<file path="src/rtl/data_mem_bridge.sv">
// data_mem_bridge
// Connects the pipeline's data-memory request signals to a word-wide,
// ack-handshaked bus. It word-aligns addresses, builds byte enables and
// lane-replicated store data, and right-aligns load data. It stalls the
// pipeline while a transfer is in flight. Misaligned accesses, bus errors
// and timeouts are reported as a one-cycle fault.
module data_mem_bridge #(
   parameter int unsigned TIMEOUT_CYCLES = 255
) (
   input  logic        clk,
   input  logic        rst_n,
   input  logic        clk_en,
   input  logic [31:0] i_data_addr,
   input  logic [31:0] i_data_wr,
   input  logic [1:0]  i_data_rd_en_ctrl,
   input  logic        i_data_rd_en,
   input  logic        i_data_wr_en,
   output logic [31:0] o_data_rd,
   output logic        o_stall,
   output logic        o_fault,
   output logic [1:0]  o_fault_cause,
   output logic [31:0] o_fault_addr,
   output logic        o_bus_req,
   output logic        o_bus_we,
   output logic [31:0] o_bus_addr,
   output logic [31:0] o_bus_wdata,
   output logic [3:0]  o_bus_be,
   input  logic        i_bus_ack,
   input  logic [31:0] i_bus_rdata,
   input  logic        i_bus_err
);

   // Access size encoding on i_data_rd_en_ctrl
   localparam logic [1:0] SIZE_BYTE = 2'b00;
   localparam logic [1:0] SIZE_HALF = 2'b01;
   localparam logic [1:0] SIZE_WORD = 2'b10;

   // Fault cause encoding
   localparam logic [1:0] CAUSE_ALIGN   = 2'b01;
   localparam logic [1:0] CAUSE_TIMEOUT = 2'b10;
   localparam logic [1:0] CAUSE_BUSERR  = 2'b11;

   // Last counter value before the timeout fires; unused when the timeout is disabled
   localparam logic [31:0] TIMEOUT_LAST =
      (TIMEOUT_CYCLES == 0) ? 32'd0 : 32'(TIMEOUT_CYCLES - 1);
   localparam bit TIMEOUT_ON = (TIMEOUT_CYCLES != 0);

   typedef enum logic [1:0] {
      IDLE = 2'b00,
      BUSY = 2'b01,
      DONE = 2'b10,
      ERR  = 2'b11
   } state_t;

   state_t      state_reg, state_next;
   logic [31:0] addr_reg, addr_next;          // full byte address of the access
   logic [31:0] wdata_reg, wdata_next;
   logic [3:0]  be_reg, be_next;
   logic        we_reg, we_next;
   logic [31:0] cnt_reg, cnt_next;            // BUSY cycle counter for the timeout
   logic [31:0] data_rd_reg, data_rd_next;
   logic [1:0]  fault_cause_reg, fault_cause_next;
   logic [31:0] fault_addr_reg, fault_addr_next;

   logic        req;
   logic [1:0]  lane_sel;
   logic        misaligned;
   logic [31:0] lane_wdata;
   logic [3:0]  lane_be;
   logic [31:0] rdata_aligned;
   logic        timeout_hit;

   assign req      = i_data_rd_en | i_data_wr_en;
   assign lane_sel = i_data_addr[1:0];

   // Reserved size, or a half/word not on its natural boundary
   always_comb begin
      misaligned = 1'b0;
      case (i_data_rd_en_ctrl)
         SIZE_BYTE: misaligned = 1'b0;
         SIZE_HALF: misaligned = i_data_addr[0];
         SIZE_WORD: misaligned = (i_data_addr[1:0] != 2'b00);
         default:   misaligned = 1'b1;
      endcase
   end

   // Replicate store data across all byte lanes; the byte enables pick the live lanes
   generate
      for (genvar gi = 0; gi < 4; gi++) begin : g_lane
         assign lane_wdata[8*gi +: 8] =
            (i_data_rd_en_ctrl == SIZE_BYTE) ? i_data_wr[7:0] :
            (i_data_rd_en_ctrl == SIZE_HALF) ? i_data_wr[8*(gi % 2) +: 8] :
                                               i_data_wr[8*gi +: 8];
      end
   endgenerate

   // Byte enables for stores; only aligned sizes ever reach the bus
   always_comb begin
      lane_be = 4'b1111;
      case (i_data_rd_en_ctrl)
         SIZE_BYTE: lane_be = 4'b0001 << lane_sel;
         SIZE_HALF: lane_be = 4'b0011 << lane_sel;
         default:   lane_be = 4'b1111;
      endcase
   end

   // Bring the addressed byte down to bit 0, zero filling the top
   assign rdata_aligned = i_bus_rdata >> {addr_reg[1:0], 3'b000};

   assign timeout_hit = TIMEOUT_ON && (cnt_reg == TIMEOUT_LAST);

   // Next-state and register-update logic for the access FSM
   always_comb begin
      state_next       = state_reg;
      addr_next        = addr_reg;
      wdata_next       = wdata_reg;
      be_next          = be_reg;
      we_next          = we_reg;
      cnt_next         = cnt_reg;
      data_rd_next     = data_rd_reg;
      fault_cause_next = fault_cause_reg;
      fault_addr_next  = fault_addr_reg;

      case (state_reg)
         IDLE: begin
            cnt_next = 32'd0;
            if (req) begin
               if (misaligned) begin
                  state_next       = ERR;
                  fault_cause_next = CAUSE_ALIGN;
                  fault_addr_next  = i_data_addr;
               end else begin
                  // A simultaneous load and store is treated as a store
                  state_next = BUSY;
                  addr_next  = i_data_addr;
                  we_next    = i_data_wr_en;
                  wdata_next = i_data_wr_en ? lane_wdata : 32'd0;
                  be_next    = i_data_wr_en ? lane_be : 4'b1111;
               end
            end
         end

         BUSY: begin
            cnt_next = cnt_reg + 32'd1;
            if (i_bus_err) begin
               state_next       = ERR;
               fault_cause_next = CAUSE_BUSERR;
               fault_addr_next  = addr_reg;
            end else if (i_bus_ack) begin
               state_next   = DONE;
               data_rd_next = we_reg ? 32'd0 : rdata_aligned;
            end else if (timeout_hit) begin
               state_next       = ERR;
               fault_cause_next = CAUSE_TIMEOUT;
               fault_addr_next  = addr_reg;
            end
         end

         // The pipeline still presents the request here; it is not reissued
         DONE: state_next = IDLE;

         ERR: state_next = IDLE;

         default: state_next = IDLE;
      endcase
   end

   // State and datapath registers; everything freezes while clk_en is low
   always_ff @(posedge clk or negedge rst_n) begin
      if (!rst_n) begin
         state_reg       <= IDLE;
         addr_reg        <= 32'd0;
         wdata_reg       <= 32'd0;
         be_reg          <= 4'b0000;
         we_reg          <= 1'b0;
         cnt_reg         <= 32'd0;
         data_rd_reg     <= 32'd0;
         fault_cause_reg <= 2'b00;
         fault_addr_reg  <= 32'd0;
      end else if (clk_en) begin
         state_reg       <= state_next;
         addr_reg        <= addr_next;
         wdata_reg       <= wdata_next;
         be_reg          <= be_next;
         we_reg          <= we_next;
         cnt_reg         <= cnt_next;
         data_rd_reg     <= data_rd_next;
         fault_cause_reg <= fault_cause_next;
         fault_addr_reg  <= fault_addr_next;
      end
   end

   // Output decode; the IDLE stall is combinational so the pipeline holds at once
   always_comb begin
      o_stall   = ((state_reg == IDLE) && req) || (state_reg == BUSY);
      o_bus_req = (state_reg == BUSY);
      o_fault   = (state_reg == ERR);
      o_data_rd = (state_reg == DONE) ? data_rd_reg : 32'd0;
   end

   assign o_fault_cause = fault_cause_reg;
   assign o_fault_addr  = fault_addr_reg;
   assign o_bus_we      = we_reg;
   assign o_bus_addr    = {addr_reg[31:2], 2'b00};
   assign o_bus_wdata   = wdata_reg;
   assign o_bus_be      = be_reg;

endmodule

</file>
<file path="config.mk">
export PLATFORM = sky130hd
export DESIGN_NAME = data_mem_bridge
export DESIGN_NICKNAME = d
export VERILOG_FILES = /design/src/rtl/data_mem_bridge.sv
export SDC_FILE = /design/constraint.sdc
export NUM_CORES = 1
export LEC_CHECK = 0
export CORE_ASPECT_RATIO = 1.5
export CORE_MARGIN = 10
export CORE_UTILIZATION = 52
export DETAILED_ROUTE_END_ITERATION = 10
export MAX_ROUTING_LAYER = met4
export PLACE_DENSITY = 0.86
export SETUP_SLACK_MARGIN = 0.05
export SYNTH_ARGS = -nofsm -noshare
export SYNTH_HDL_FRONTEND = slang
export SYNTH_SLANG_ARGS = --single-unit
</file>
<file path="constraint.sdc">
create_clock -name clk -period 6 [get_ports clk]
set_input_delay 0.9 -clock clk [delete_from_list [all_inputs] [get_ports clk]]
set_output_delay 0.9 -clock clk [all_outputs]
set_load 0.1 [all_outputs]
</file>
=== Yosys cells after proc, flatten, opt, wreduce, memory -nomap -nowiden ===
Cells that the tools add are included.

* Register bits: 169
* Output and inout bits: 138
* Memory bits (read-only): 0
* Memories kept: 0
* Word-level logic and storage cells: 69
* Bits of input ports: 105
* Bits in latches: 0
* Memory bits (writable): 0

* Reductions and logical operators: 12
* Multiplexer cells: 30
* Div/mod/pow operators: 0
* Multipliers: 0
* Order comparisons: 0
* Bitwise gates (word level): 3
* Shift operators: 3
* Equality and inequality tests: 11
* Add/subtract/negate cells: 1

{| class="wikitable"
|+ Operators with widths
! operator !! count
|-
| $mux W32 || 8
|-
| $pmux W32 S2 || 2
|-
| $mux W8 || 5
|-
| $add A32 B1 Y32 const B || 1
|-
| $eq A32 B8 Y1 const B || 1
|-
| $shr A32 B5 Y32 || 1
|-
| $mux W2 || 10
|-
| $pmux W4 S2 || 1
|-
| $reduce_and A4 Y1 || 2
|-
| $eq A2 B2 Y1 const B || 3
|-
| $pmux W2 S3 || 1
|-
| $reduce_and A6 Y1 || 1
|-
| $eq A2 B1 Y1 const B || 2
|-
| $logic_not A2 Y1 || 2
|-
| $mux W4 || 1
|-
| $ne A2 B2 Y1 const B || 2
|-
| $ne A4 B1 Y1 const B || 1
|-
| $pmux W2 S2 || 1
|-
| $reduce_bool A2 Y1 || 2
|-
| $shl A1 B2 Y4 const A || 1
|-
| $shl A2 B2 Y4 const A || 1
|-
| $ne A3 B1 Y1 const B || 1
|-
| $ne A3 B2 Y1 const B || 1
|-
| $pmux W1 S3 || 1
|-
| 7 further kinds || 8
|}

=== Longest topological paths before layout ===
* Depth after elaboration: 5
* Depth in mapped cells: 9
* Depth with buffers taken out: 7

=== Least setup slack after synthesis ===
OpenSTA, ideal clock, no wires.

* Path type: input to output
* Start: in i_data_wr_en
* End: out o_stall
* Data required time: 5.100 ns
* Buffers on the path: 0
* Arrival time: 2.208 ns
* Path slack: 2.892 ns
* Stages on the path: 2
* Cells stage by stage: nor3_1 nor2_1

* Word-level cells in the longest chain between the ends: 3

{| class="wikitable"
|+ RTL lines
! element !! RTL line !! text
|-
| from (decl) || 17 || <nowiki>input logic i_data_wr_en,</nowiki>
|-
| $or A1 B1 Y1 || 73 || <nowiki>assign req = i_data_rd_en | i_data_wr_en;</nowiki>
|-
| $logic_and A1 B1 Y1 || 195 || <nowiki>o_stall = ((state_reg == IDLE) && req) || (state_reg == BUSY);</nowiki>
|-
| $logic_or A1 B1 Y1 || 195 ||
|-
| to (decl) || 19 || <nowiki>output logic o_stall,</nowiki>
|}

Every way passes these cells.

=== Worst setup path in the final report ===
* Start: reg state_reg[1]
* End: out o_bus_req

* Word-level cells in the longest chain between the ends: 1

{| class="wikitable"
|+ RTL lines
! element !! RTL line !! text
|-
| from (decl) || 55 || <nowiki>state_t state_reg, state_next;</nowiki>
|-
| from (signal assigned) || 181 || <nowiki>state_reg <= state_next;</nowiki>
|-
| $eq A2 B1 Y1 || 196 || <nowiki>o_bus_req = (state_reg == BUSY);</nowiki>
|-
| to (decl) || 23 || <nowiki>output logic o_bus_req,</nowiki>
|}

Every way passes these cells.

==> reports/qor.yml <==
status:
  status: "completed"
placement:
  port_buffers: 240
  gp_congestion: 0.869
  dp.final_hpwl_mm: 18.0
setup_path:
  crit_path_end_kind: "primary output"
  timing.rr.end: "data_rd_reg[7]"
  max_stage_delay_ns: 1.26
  required_ns: 5.10
  crit_end: "o_bus_req"
  crit_family: "buffers and inverters"
  crit_path_max_fanout: 37
  critical-path-slowest-cell: "clkdlybuf4s50_1"
  path_buf_inv: 2
  worstPathArrival_ns: 3.30
  reg2regPathDepth: 6
  cp_num_cells: 3
  path_cells: "nand2b_1 > inv_2 > clkdlybuf4s50_1"
  r2r-start: "state_reg[1]"
  worstSetupPathType: "reg -> out"
  crit_start: "state_reg[1]"
  r2r_setup_slack_ns: 2.35
  worstSetupStartpointType: "flip-flop"
drt:
  ant_nets: 0
  wl_met3_mm: 1.61
  via_per_inst: 5.65
  vias: 7474
  drt-met1-wl_mm: 9.55
  drc_errors: 0
  first_pass_iters: 5
  drt_iter0_drc: 726
  highest_layer: "met4"
  wire_per_inst_um: 18.9
  route.met2.wl_mm: 12.7
  drt_wl_total_mm: 25.0
cts:
  ctsHtreeMaxLevel: 4
  clk_latency_ns: 0.43
  tritoncts: "done"
  cts-root-buf: "clkbuf_16"
  clkSinkCount: 169
  postCtsSetupRepairBufs: 0
  cts_resized: 0
  clk_pin_slew_worst_paths_ns: 0.07
  numCtsBuffers: 17
  cts_hold_buffers: 0
  clock_path_buffers: 2
global_routing:
  grt-ovfl-total: 0
  grt_pass1_vias: 7617
  antenna_found_initial: 1
  gr-usage-all-layers_pct: 22.5
  grt_first_pass_wirelength_mm: 39.9
  grt_max_degree: 77
job:
  maxCapViolCount: 0
logic_synthesis:
  synth_flop_cell: "dfrtp_1"
  async_reset_ff_share_pct: 100
  postSynthAreaPerCell_sq_um: 9.22
  ys_warn_count: 0
  synth_area_leaders: "dfrtp_1 49%, nand2_1 12%, mux2i_1 4.8%, mux2_1 4.2%, buf_4 3.0%"
  syn_area_sq_um: 8610
  synth_edf_count: 0
  synth_seq_cells: 169
  synth_top_area_share_pct: 49.1
  ys_types: 51
  syn_inst: 934
  yosys.cell_count.top_type: "nand2_1"
  synth_common_cells: "278 x nand2_1, 169 x dfrtp_1, 41 x mux2i_1"
  ys_seq_area_share_pct: 49.1
  synth_top_cell_by_area: "dfrtp_1"
final_layout:
  area_delta_synth_final_pct: 32.5
  nNetsFinal: 1211
  post_route_cells_drive_above_1_share_pct: 5.28
  fillers: 1238
sta:
  finalHoldViolCount: 0
  tightest_slew_ns: 1.20
  setup_viol: 0
  fin_setup_tns_ns: 0
  grt_setup_unrepaired: "false"
  slew_viol_final: 0
  period_needed_ns: 4.20
  relSlewSlack_pct: 20.2
  fin_skew_ns: 0.0127
  clock.fmax_mhz: 238
  fin_crit_sh_pct: 70.0
floorplan:
  fp-row-count: 57
  die_h_um: 178
  ioPinCount: 243
  core_sq_um: 16300
  die_area_sq_um: 22200
  start_util_pct: 52.9
  die_w_um: 125
hold_path:
  hold_class: "in -> async"
placed cells by master (no fill, tap or decap), types with 3 or more instances in the layout:
master	n
a211o_1	8
clkbuf_16	17
o21ai_1	33
and4_1	3
nand3_1	11
nand4_1	9
xnor2_1	21
inv_8	3
nor2_2	6
mux2_1	32
nor2_1	37
o21ai_0	23
dfrtp_1	169
or3_1	3
a21oi_1	14
clkdlybuf4s50_1	239
a22o_1	17
buf_4	7
nor4_1	11
inv_6	3
o31ai_1	11
a32o_1	8
nor4_2	4
mux2i_1	41
and3_1	37
inv_1	10
nand2_1	278
nor2b_1	10
nor3_1	12
metal layers:
metal,track usage (%),up-vias
li1,-,3481
met1,24.7,3638
met2,37.5,288
met3,5.37,67
met4,11.4,0
met5,-,-
logic make-up (layout without fill, tap and decap cells):
logic type                 count (synthesis)  in the layout  share of synthesized area [%]
other                                      1              3                         0.0436
AOI/OAI and AO/OA                        127            127                           10.1
buffers and inverters                    108            290                           6.61
adders and majority gates                  2              2                          0.291
muxes                                     73             73                           8.95
DFF                                      169            169                           49.1
xor gates and xnor gates                  21             21                           2.14
and+or+nand+nor                          433            433                           22.8
how the worst min path moves through the flow:
| stage | from | endpoint | slack [ns] | depth (start not counted) |
|---|---|---|---|---|
| floorplan | data_rd_reg[16] | data_rd_reg[16] | 0.44 | 2 |
| global placement | data_rd_reg[19] | data_rd_reg[19] | 0.46 | 2 |
| detailed placement | data_rd_reg[20] | data_rd_reg[20] | 0.46 | 2 |
| CTS | rst_n | data_rd_reg[6] | 0.38 | 1 |
| global route | rst_n | data_rd_reg[6] | 0.40 | 1 |
| finish | rst_n | data_rd_reg[6] | 0.37 | 1 |
cell type report:
class | instances | area (sq um) | share of cell area (%)
sequential | 169 | 4230 | 37.1
clock buffer | 19 | 453 | 3.97
multi-input combinational | 658 | 3830 | 33.6
timing repair buffer | 247 | 2460 | 21.5
antenna | 1 | 2.50 | 0.0219
tap | 206 | 258 | 2.26
inverter | 11 | 41.3 | 0.362
clock inverter | 13 | 133 | 1.16
metrics by stage:
step | instance area, sq um | hold WS [ns] | cells | utilization, % | setup slack (ns)
2_1_floorplan | 8610 | 0.441 | 935 | - | 2.89
3_3_place_gp | 10800 | 0.455 | 1291 | 66.5 | 2.03
3_5_place_dp | 10800 | 0.461 | 1291 | 66.5 | 1.97
4_1_cts | 11400 | 0.384 | 1323 | 70.1 | 1.81
5_1_grt | 11400 | 0.397 | 1324 | 70.1 | 1.64
6_report | 11400 | 0.365 | 1324 | 70.1 | 1.80
Power is not shown: default switching activity piles up to over one toggle a cycle in this logic, so the estimate is an artifact.
